===== src/rtl/uart_tx_scheduler.sv =====
// uart_tx_scheduler: two-requester round-robin arbiter feeding a 16x-oversampled UART transmitter
// Ports:
//   clk, reset_n        clock, asynchronous active-low reset
//   s_tick              one-cycle 16x-oversample strobe
//   reqN_valid/data     requester N offers a byte
//   reqN_ready          requester N byte accepted this cycle (IDLE only)
//   tx                  registered serial line, idle high
//   tx_busy             frame in progress (START/DATA/STOP)
//   grant_id            requester owning the current or last frame
//   tx_done_tick        one-cycle pulse at the end of the stop bit
`timescale 1ns/1ps
module uart_tx_scheduler #(
  parameter int DBIT    = 8,
  parameter int SB_TICK = 16
) (
  input  logic            clk,
  input  logic            reset_n,
  input  logic            s_tick,
  input  logic            req0_valid,
  input  logic [DBIT-1:0] req0_data,
  output logic            req0_ready,
  input  logic            req1_valid,
  input  logic [DBIT-1:0] req1_data,
  output logic            req1_ready,
  output logic            tx,
  output logic            tx_busy,
  output logic            grant_id,
  output logic            tx_done_tick
);
  // the tick counter must also reach SB_TICK-1 during the stop bit
  localparam int TW = SB_TICK > 16 ? $clog2(SB_TICK) : 4;
  localparam int BW = DBIT > 1 ? $clog2(DBIT) : 1;
  typedef enum logic [1:0] {IDLE, START, DATA, STOP} state_t;
  state_t          state_q;
  logic [TW-1:0]   tick_q;
  logic [BW-1:0]   bit_q;
  logic [DBIT-1:0] shift_q, shift_d;
  logic            rr_q, tx_q, busy_q, done_q, gid_q;
  logic            any_v, gnt1_d, tick_last;
  logic [TW-1:0]   tick_max;
  // rr_q=0 favours requester 0 on contention; a lone valid requester always wins
  always_comb begin
    any_v     = req0_valid | req1_valid;
    gnt1_d    = req1_valid & (~req0_valid | rr_q);
    shift_d   = shift_q >> 1;
    tick_max  = (state_q == STOP) ? TW'(SB_TICK - 1) : TW'(15);
    tick_last = s_tick & (tick_q == tick_max);
  end
  // readies are qualified with reset_n so a held valid is never acknowledged while in reset
  assign req0_ready   = reset_n & (state_q == IDLE) & any_v & ~gnt1_d;
  assign req1_ready   = reset_n & (state_q == IDLE) & gnt1_d;
  assign tx           = tx_q;
  assign tx_busy      = busy_q;
  assign grant_id     = gid_q;
  assign tx_done_tick = done_q;
  always_ff @(posedge clk or negedge reset_n) begin
    if (!reset_n) begin
      state_q <= IDLE;
      tick_q  <= '0;
      bit_q   <= '0;
      shift_q <= '0;
      rr_q    <= 1'b0;
      tx_q    <= 1'b1;
      busy_q  <= 1'b0;
      done_q  <= 1'b0;
      gid_q   <= 1'b0;
    end else begin
      done_q <= 1'b0;
      if (state_q != IDLE && s_tick) tick_q <= tick_last ? '0 : tick_q + 1'b1;
      case (state_q)
        IDLE: if (any_v) begin
          state_q <= START;
          tx_q    <= 1'b0;
          busy_q  <= 1'b1;
          gid_q   <= gnt1_d;
          rr_q    <= ~gnt1_d;
          shift_q <= gnt1_d ? req1_data : req0_data;
          tick_q  <= '0;
          bit_q   <= '0;
        end
        START: if (tick_last) begin
          state_q <= DATA;
          tx_q    <= shift_q[0];
        end
        DATA: if (tick_last) begin
          shift_q <= shift_d;
          if (bit_q == BW'(DBIT - 1)) begin
            state_q <= STOP;
            tx_q    <= 1'b1;
          end else begin
            bit_q <= bit_q + 1'b1;
            tx_q  <= shift_d[0];
          end
        end
        STOP: if (tick_last) begin
          state_q <= IDLE;
          busy_q  <= 1'b0;
          done_q  <= 1'b1;
        end
      endcase
    end
  end
endmodule


===== config.mk =====
export PLATFORM = sky130hd
export DESIGN_NAME = uart_tx_scheduler
export DESIGN_NICKNAME = d
export VERILOG_FILES = /design/src/rtl/uart_tx_scheduler.sv
export SDC_FILE = /design/constraint.sdc
export NUM_CORES = 1
export LEC_CHECK = 0
export BUFFER_PORTS_ARGS = -buffer_cell sky130_fd_sc_hd__buf_2
export CORE_MARGIN = 2
export CORE_UTILIZATION = 49
export CTS_CLUSTER_DIAMETER = 60
export DETAILED_ROUTE_END_ITERATION = 16
export PLACE_DENSITY_LB_ADDON = 0.3
export SYNTH_ARGS = -nofsm -noshare
export SYNTH_HDL_FRONTEND = slang
export SYNTH_SLANG_ARGS = --single-unit

===== constraint.sdc =====
create_clock -name clk -period 1.7 [get_ports clk]
set_input_delay 0.085 -clock clk [delete_from_list [all_inputs] [get_ports clk]]
set_output_delay 0.085 -clock clk [all_outputs]
set_load 0.1 [all_outputs]

Word level (Yosys, flattened, before mapping) --
Index checks and enable logic that the tools add are counted.
Word-level totals: register bits after elaboration 22, bits of input ports 21, output and inout port bits 6, word-level logic and storage cells 72
Cells by class: add/subtract/negate cells 2, equal/unequal tests 11, multiplexer cells 28, bitwise operators 10, reductions and logical operators 12
Operators with widths (count):
- 8-bit two-way mux | 3
- 4-bit two-way mux | 4
- 8-bit case mux with 2 select lines | 1
- 2-bit != test (second input constant) | 6
- 2-bit two-way mux | 5
- 3-bit two-way mux | 3
- 1-bit two-way mux | 8
- 2-bit case mux with 4 select lines | 1
- 4-bit AND reduction | 2
- 1-bit AND | 6
- 3-bit case mux with 2 select lines | 1
- 3-bit AND reduction | 2
- 2-bit nonzero test | 3
- 5-bit AND reduction | 1
- 4-bit by 1-bit adder with 4-bit output (second input constant) | 1
- 2-bit == test (second input constant) | 2
- 4-bit == test (second input constant) | 1
- 3-bit by 1-bit adder with 3-bit output (second input constant) | 1
- 3-bit == test (second input constant) | 1
- 1-bit case mux with 3 select lines | 1
- 3-bit nonzero test | 1
- 2-bit by 1-bit == test with 1-bit output (second input constant) | 1
- 2-bit zero test | 1
- 1-bit inverter | 2
- other kinds (4) | 5

Longest topological paths before layout --
Gate-level depths: netlist (run 1).
depth after elaboration 6, mapped depth 7, depth with buffers taken out 6

Worst setup path after synthesis (run 1) --
No wires, ideal clock.
path type flip-flop to output port, start point register state_q[0], end point output req0_ready, arrival 2.589 ns, data required time 1.615 ns, path slack -0.974 ns, stages on the path, launching flop included 6, path through dfrtp_1 -> inv_1 -> ha_1 -> clkbuf_1 -> nand3_1 -> a21oi_1
On the way: cells in the longest elaborated chain, start to end 4
Ends and longest elaborated chain:
- start, declared | RTL line 34 | state_t state_q;
- start signal, assigned | RTL line 58 | state_q <= IDLE;
- start signal, assigned | RTL line 72 | state_q <= START;
- start signal, assigned | RTL line 82 | state_q <= DATA;
- 2-bit zero test | RTL line 50 | assign req0_ready = reset_n & (state_q == IDLE) & any_v & ~gnt1_d;
- 1-bit AND (3 in a row) | RTL line 50
- end, declared | RTL line 21 | output logic req0_ready,
Every way passes these cells.

Final worst setup path (run 1) --
start point register state_q[1], end point output req0_ready
The elaborated chain is that of the path after synthesis.

==> results of run 1 <==
## logic make-up (layout without fill, tap and decap cells)
group | Yosys count | count (layout)
compound gates | 43 | 43
simple gates | 40 | 40
flops | 22 | 22
buf+inv | 11 | 52
fa+ha+maj | 7 | 7
mux | 7 | 7
xor+xnor | 3 | 3
## power breakdown
part / internal, mW / switching [mW] / leakage, nW
sequential: 0.719 / 0.131 / 0.274
combinational: 0.784 / 0.990 / 0.536
clock: 0.0915 / 0.160 / 0.0150
## area by class of cell
cell class / instances / area (sq um)
Fill cell: 230 / 947
Sequential cell: 22 / 552
Inverter: 3 / 11.3
Timing Repair Buffer: 45 / 307
Multi-Input combinational cell: 100 / 805
Tap cell: 31 / 38.8
Clock buffer: 4 / 26.3
## path summary, 6_finish.rpt
check	from	slack, ps	depth (start not counted)	to
worst max-delay path	state_q[1]	50	6	req0_ready
worst min-delay path	reset_n	90	2	grant_id
worst max register to register	state_q[1]	50	6	bit_q[0]
worst min register to register	tx	510	2	tx
max in group asynchronous	reset_n	1060	3	tx
min in group clk	req0_data[2]	90	3	shift_q[2]
## cells in the final DEF, fill, tap and decap left out, types with 2 or more instances in the layout
master	count
sky130_fd_sc_hd__a211oi_1	7
sky130_fd_sc_hd__a21oi_1	2
sky130_fd_sc_hd__a22o_1	6
sky130_fd_sc_hd__and3_1	7
sky130_fd_sc_hd__buf_12	2
sky130_fd_sc_hd__buf_2	25
sky130_fd_sc_hd__buf_4	16
sky130_fd_sc_hd__clkbuf_4	3
sky130_fd_sc_hd__dfrtp_1	21
sky130_fd_sc_hd__ha_1	5
sky130_fd_sc_hd__inv_2	2
sky130_fd_sc_hd__mux2i_1	4
sky130_fd_sc_hd__nand2_1	9
sky130_fd_sc_hd__nor2_1	7
sky130_fd_sc_hd__nor2b_1	7
sky130_fd_sc_hd__o21ai_0	12
sky130_fd_sc_hd__o21ai_1	2
sky130_fd_sc_hd__o31ai_2	8
sky130_fd_sc_hd__xor2_1	2
## cells in the mapped netlist, types with 2 or more instances
cell type / number
sky130_fd_sc_hd__nand2_1: 10
sky130_fd_sc_hd__nor2_1: 8
sky130_fd_sc_hd__dfrtp_1: 21
sky130_fd_sc_hd__a21oi_1: 3
sky130_fd_sc_hd__mux2_1: 2
sky130_fd_sc_hd__xor2_1: 2
sky130_fd_sc_hd__o21ai_0: 12
sky130_fd_sc_hd__mux2i_1: 4
sky130_fd_sc_hd__clkbuf_1: 6
sky130_fd_sc_hd__nor2b_1: 7
sky130_fd_sc_hd__inv_1: 3
sky130_fd_sc_hd__o21ai_1: 2
sky130_fd_sc_hd__buf_6: 2
sky130_fd_sc_hd__a22o_1: 6
sky130_fd_sc_hd__o31ai_2: 8
sky130_fd_sc_hd__and3_1: 7
sky130_fd_sc_hd__a211oi_1: 7
sky130_fd_sc_hd__ha_1: 7
## repair_timing
item,4_1_cts,5_1_grt
endpoints found under the setup margin,7,15
hold endpoints to repair,21,0
buffers inserted,2,4
pin swaps,0,2
gates resized for setup,4,7
gates cloned,0,1
hold buffers,1,0
## metal layers
| layer | vias up | track usage | routed length, microns |
|---|---|---|---|
| li1 | 571 | - | - |
| met1 | 597 | 0.288 | 1360 |
| met2 | 29 | 0.352 | 1640 |
| met3 | 4 | 0.0276 | 153 |
| met4 | 0 | 0.0510 | 29 |
| met5 | - | 0 | 0 |
## worst max-delay path, delay by kind of cell, from the launching register on
kind / cells / cell delay [ps]
and+or+nand+nor: 1 / 80
AOI/OAI and AO/OA: 1 / 150
DFF: 1 / 450
adders and majority gates: 1 / 160
buffers and inverters: 3 / 410
## sequential cells by signal (all words and copies together) (netlist names)
| name | flops |
|---|---|
| grant_id | 1 |
| rr_q | 1 |
| bit_q | 3 |
| tx_busy | 1 |
| state_q | 2 |
| tx_done_tick | 1 |
| shift_q | 8 |
| tick_q | 4 |
| tx | 1 |
==> impl_metrics.env, run 1 <==
export IMPL_outcome="complete, no violations"
export IMPL_syn_cell_area_sq_mm=0.00135
export IMPL_stdcell_count=205
export IMPL_synthToLayoutAreaGrowth_pct=28.5
export IMPL_dieHeight_microns=56.6
export IMPL_number_of_global_route_vias_before_repair=1161
export IMPL_routedWlPerCell_microns=15.5
export IMPL_routed_wl_microns=3190
export IMPL_synth_top_area_cell="sky130_fd_sc_hd__dfrtp_1"
export IMPL_totalNegativeSetupSlack_ps=0
export IMPL_setup_worst_path_start_class="flop"
export IMPL_cell_leakage_power_nw=0.825
export IMPL_floorplan_core_area_sq_mm=0.00269
export IMPL_holdWs_ps=90.3
export IMPL_synth_top_cells_by_area="sky130_fd_sc_hd__dfrtp_1 39%, sky130_fd_sc_hd__o31ai_2 7.4%, sky130_fd_sc_hd__ha_1 6.5%, sky130_fd_sc_hd__o21ai_0 4.4%, sky130_fd_sc_hd__a211oi_1 3.9%"
export IMPL_holdCritPathClass="in2async"
export IMPL_synthesis_yosys_warnings=0
export IMPL_grt_first_pass_wirelength_microns=5310
export IMPL_synthesis_nets=161
export IMPL_cp_required_ps=1620
export IMPL_critical_path_peak_fanout=6
export IMPL_cts_tree="yes"
export IMPL_final_min_period_over_clock_period=0.969
export IMPL_post_route_cells_drive_above_1_share=0.402
export IMPL_p_per_area_mw_per_mm2=1650
export IMPL_clock_latency_ps=310
export IMPL_ir_drop_mv=1.35
export IMPL_synth_edff_count=0
export IMPL_synth_xor_area_share=0.0194
export IMPL_fmaxAchievable_mhz=607
export IMPL_synth_ff_latch_count=22
export IMPL_initial_cell_density_of_the_core=0.504
export IMPL_timing_final_ws_setup_ps=53.2
export IMPL_netlist_instances=133
export IMPL_vias_per_cell=5.86
export IMPL_maxCapViolCount=0
export IMPL_yosys_most_used_dff="sky130_fd_sc_hd__dfrtp_1"
export IMPL_synth_mux_area_frac=0.0628
export IMPL_worstPathCellList="inv_2, ha_4, buf_6, nand3_2, a21oi_4, buf_12"
export IMPL_cts_max_path_buffers=2
export IMPL_rows=19
export IMPL_min_period_ps=1650
export IMPL_placed_cell_count=193
export IMPL_drc=0
export IMPL_num_vias=1201
export IMPL_antenna_cells_inserted=0
export IMPL_slew_violations=0
export IMPL_critical_path_endpoint_type="output pin"
export IMPL_detailedRoute_firstPassIterationCount=4
export IMPL_postSynth_asyncResetShare=1.00
export IMPL_report_final_setup_viol=0
export IMPL_finalHoldViolCount=0
export IMPL_cpPeakStageDelay_ps=450
export IMPL_ctsHtreeMaxLevel=1
export IMPL_worst_clock_skew_ps=17.1
export IMPL_antenna_violations_before_repair=0
export IMPL_setup_slack_after_placement_ps=31.7
export IMPL_hpwl_microns=2260
export IMPL_global_route_overflow_total=0
export IMPL_die_width_microns=56.6
export IMPL_cts_root_buffer_cell="sky130_fd_sc_hd__clkbuf_4"
export IMPL_groute_usage_overall=0.210
export IMPL_number_of_distinct_library_cells_after_synthesis=34
export IMPL_total_power_mw=2.88
export IMPL_proportion_of_netlist_area_held_by_the_largest_area_contributor=0.388
export IMPL_design_final_nets=203
export IMPL_compound_gate_fraction_of_synth_area=0.244
export IMPL_synth_area_per_cell_sq_um=10.2
export IMPL_postRouteAntennaNets=0
export IMPL_synth_top_family_by_area="compound AO/OA/AOI/OAI gates"
export IMPL_globalplace_congestion=0.849
export IMPL_setup_worst_path_class="reg2out"
export IMPL_detailed_place_area_sq_mm=0.00162
export IMPL_layout_core_utilization=0.647
export IMPL_layout_cell_area_non_filler_sq_mm=0.00174
export IMPL_drt_iter0_markers=36
export IMPL_maxSlewHeadroom=0.677
export IMPL_crit_arrival_ps=1560
export IMPL_tightest_slew_ps=488
export IMPL_top_level_ports=27
export IMPL_clk_pin_slew_worst_paths_ps=130
export IMPL_grt_start_max_net_pins=22
export IMPL_io_buffers=26
export IMPL_critical_path_slowest_cell="sky130_fd_sc_hd__dfrtp_1"
export IMPL_synth_seq_area_share=0.408
export IMPL_cts_sinks=22
export IMPL_synthSimpleGateAreaFrac=0.160
export IMPL_die_area_sq_mm=0.00320
export IMPL_cts_made_buffers=3
export IMPL_post_synth_fa_ha_maj_area_fraction=0.0647
No activity file was read; power rests on OpenSTA's default activity.
==> inputs of run 2 (changes only) <==
Settings changed: CORE_UTILIZATION 49 to 58.
Clock period 1.7 ns to 1.9 ns, I/O delays scaled along.
==> run 2 against run 1 <==
Clock skew down 15 ps. Largest cell class unchanged. Total power down 19%. Utilization up 8.1 points. Critical endpoint is now bit_q[0]. Critical path depth unchanged. Routed wire length down 12%.
==> impl_metrics.env, run 2 (synthesis gave the netlist of run 1 again) <==
export IMPL_r2r_end="bit_q[0]"
export IMPL_min_period_ps=1840
export IMPL_final_common_cell="sky130_fd_sc_hd__buf_2"
export IMPL_n_fill_cell=168
export IMPL_cts_made_buffers=3
export IMPL_placed_cell_count=184
export IMPL_holdCritPathClass="in2async"
export IMPL_final_min_period_over_clock_period=0.968
export IMPL_cts_root_buffer_cell="sky130_fd_sc_hd__clkbuf_4"
export IMPL_antenna_violations_before_repair=0
export IMPL_cell_leakage_power_nw=0.761
export IMPL_worst_clock_skew_ps=2.25
export IMPL_largest_reg_flops=8
export IMPL_cts_sinks=22
export IMPL_initial_cell_density_of_the_core=0.612
export IMPL_maxCapViolCount=0
export IMPL_globalplace_congestion=0.832
export IMPL_grt_start_max_net_pins=22
export IMPL_vias_per_cell=5.79
export IMPL_io_buffers=26
export IMPL_slew_violations=0
export IMPL_worstRegToRegCells=6
export IMPL_ir_drop_mv=1.32
export IMPL_die_width_microns=52.3
export IMPL_cts_repair_timing_setup_buffer_count=0
export IMPL_groute_usage_overall=0.241
export IMPL_synthToLayoutAreaGrowth_pct=18.9
export IMPL_floorplan_core_area_sq_mm=0.00221
export IMPL_finalHoldViolCount=0
export IMPL_top_regs="shift_q (8), tick_q (4), bit_q (3)"
export IMPL_r2r_slack_ps=60
export IMPL_global_route_overflow_total=0
export IMPL_maxSlewHeadroom=0.677
export IMPL_detailedRoute_firstPassIterationCount=4
export IMPL_rows=17
export IMPL_top_level_ports=27
export IMPL_grt_first_pass_wirelength_microns=4870
export IMPL_critical_path_endpoint_type="flop"
export IMPL_critical_path_peak_fanout=7
export IMPL_fmaxAchievable_mhz=544
export IMPL_ctsHtreeMaxLevel=1
export IMPL_routedWlPerCell_microns=14.9
export IMPL_clk_pin_slew_worst_paths_ps=120
export IMPL_regArea_sq_um=552
export IMPL_setup_repair_after_global_routing_missed_its_margin="yes"
export IMPL_critical_path_startpoint="state_q[0]"
export IMPL_drt_iter0_markers=25
export IMPL_design_final_nets=190
export IMPL_totalNegativeSetupSlack_ps=0
export IMPL_holdWs_ps=101
export IMPL_crit_arrival_ps=2050
export IMPL_antenna_cells_inserted=0
export IMPL_tightest_slew_ps=488
export IMPL_drc=0
export IMPL_cts_max_path_buffers=2
export IMPL_cts_tree="yes"
export IMPL_setup_worst_path_start_class="flop"
export IMPL_clock_latency_ps=310
export IMPL_num_vias=1095
export IMPL_hpwl_microns=2180
export IMPL_routed_wl_microns=2810
export IMPL_post_route_cells_drive_above_1_share=0.317
export IMPL_number_of_global_route_vias_before_repair=1062
export IMPL_multi_input_gate_area_sq_um=768
export IMPL_most_frequent_cells_in_the_layout="24 x sky130_fd_sc_hd__buf_2, 21 x sky130_fd_sc_hd__dfrtp_1, 12 x sky130_fd_sc_hd__o21ai_0, 9 x sky130_fd_sc_hd__nand2_1, 8 x sky130_fd_sc_hd__o31ai_2"
export IMPL_outcome="complete, no violations"
export IMPL_dieHeight_microns=52.3
export IMPL_die_area_sq_mm=0.00274
export IMPL_setup_worst_path_class="reg2reg"
export IMPL_stdcell_count=189
export IMPL_p_per_area_mw_per_mm2=1450
export IMPL_largest_register="shift_q"
export IMPL_report_final_setup_viol=0
export IMPL_origin_of_the_critical_flop_to_flop_path="state_q[0]"
export IMPL_postRouteAntennaNets=0
export IMPL_cp_required_ps=2120
export IMPL_total_power_mw=2.33
## run 2: repair_timing
| item | in CTS | in global routing |
|---|---|---|
| gates resized for setup | 0 | 2 |
| setup endpoints to repair | 0 | 13 |
| hold buffers | 1 | 0 |
| hold endpoints to repair | 21 | 0 |
## run 2: where the power goes
group          internal, mW  total, mW  switching [mW]
combinational         0.505       1.30           0.795
clock                 0.117      0.261           0.144
sequential            0.643      0.768           0.125
total                  1.26       2.33            1.06
## run 2: stage by stage
stage	util	instance area (sq um)	setup WS [ps]
after global placement	0.705	1560	167
after CTS	0.726	1610	40.1
after global routing	0.728	1610	-34.9
final	0.728	1610	61.2
after detailed placement	0.705	1560	67.2
after floorplan	-	1370	68.6
## run 2: critical path, stage by stage, from the launching register on
cell	delay [ps]
sky130_fd_sc_hd__dfrtp_1	420
sky130_fd_sc_hd__inv_1	120
sky130_fd_sc_hd__ha_1	200
sky130_fd_sc_hd__nor3b_2	390
sky130_fd_sc_hd__nor3b_1	140
sky130_fd_sc_hd__mux2_1	300
sky130_fd_sc_hd__a22o_1	170
## run 2: final cells by class
class / instances / share of cell area
Clock buffer: 4 / 0.0225
Inverter: 3 / 0.00699
Multi-Input combinational cell: 100 / 0.477
Sequential cell: 22 / 0.343
Tap cell: 28 / 0.0218
Timing Repair Buffer: 32 / 0.129
## run 2: metal layers
| layer | part of all wire | routed length (microns) | track usage |
|---|---|---|---|
| met1 | 0.44 | 1250 | 0.319 |
| met2 | 0.51 | 1440 | 0.410 |
| met3 | 0.035 | 99 | 0.0343 |
| met4 | 0.0093 | 26 | 0.0641 |
| met5 | 0 | 0 | 0 |
## run 2: worst max path at each step
stage                             to  cells after the start
after floorplan           req0_ready                      5
after global placement      bit_q[1]                      5
after detailed placement    bit_q[2]                      5
after CTS                 req1_ready                      4
after global routing      req0_ready                      6
final                       bit_q[0]                      6
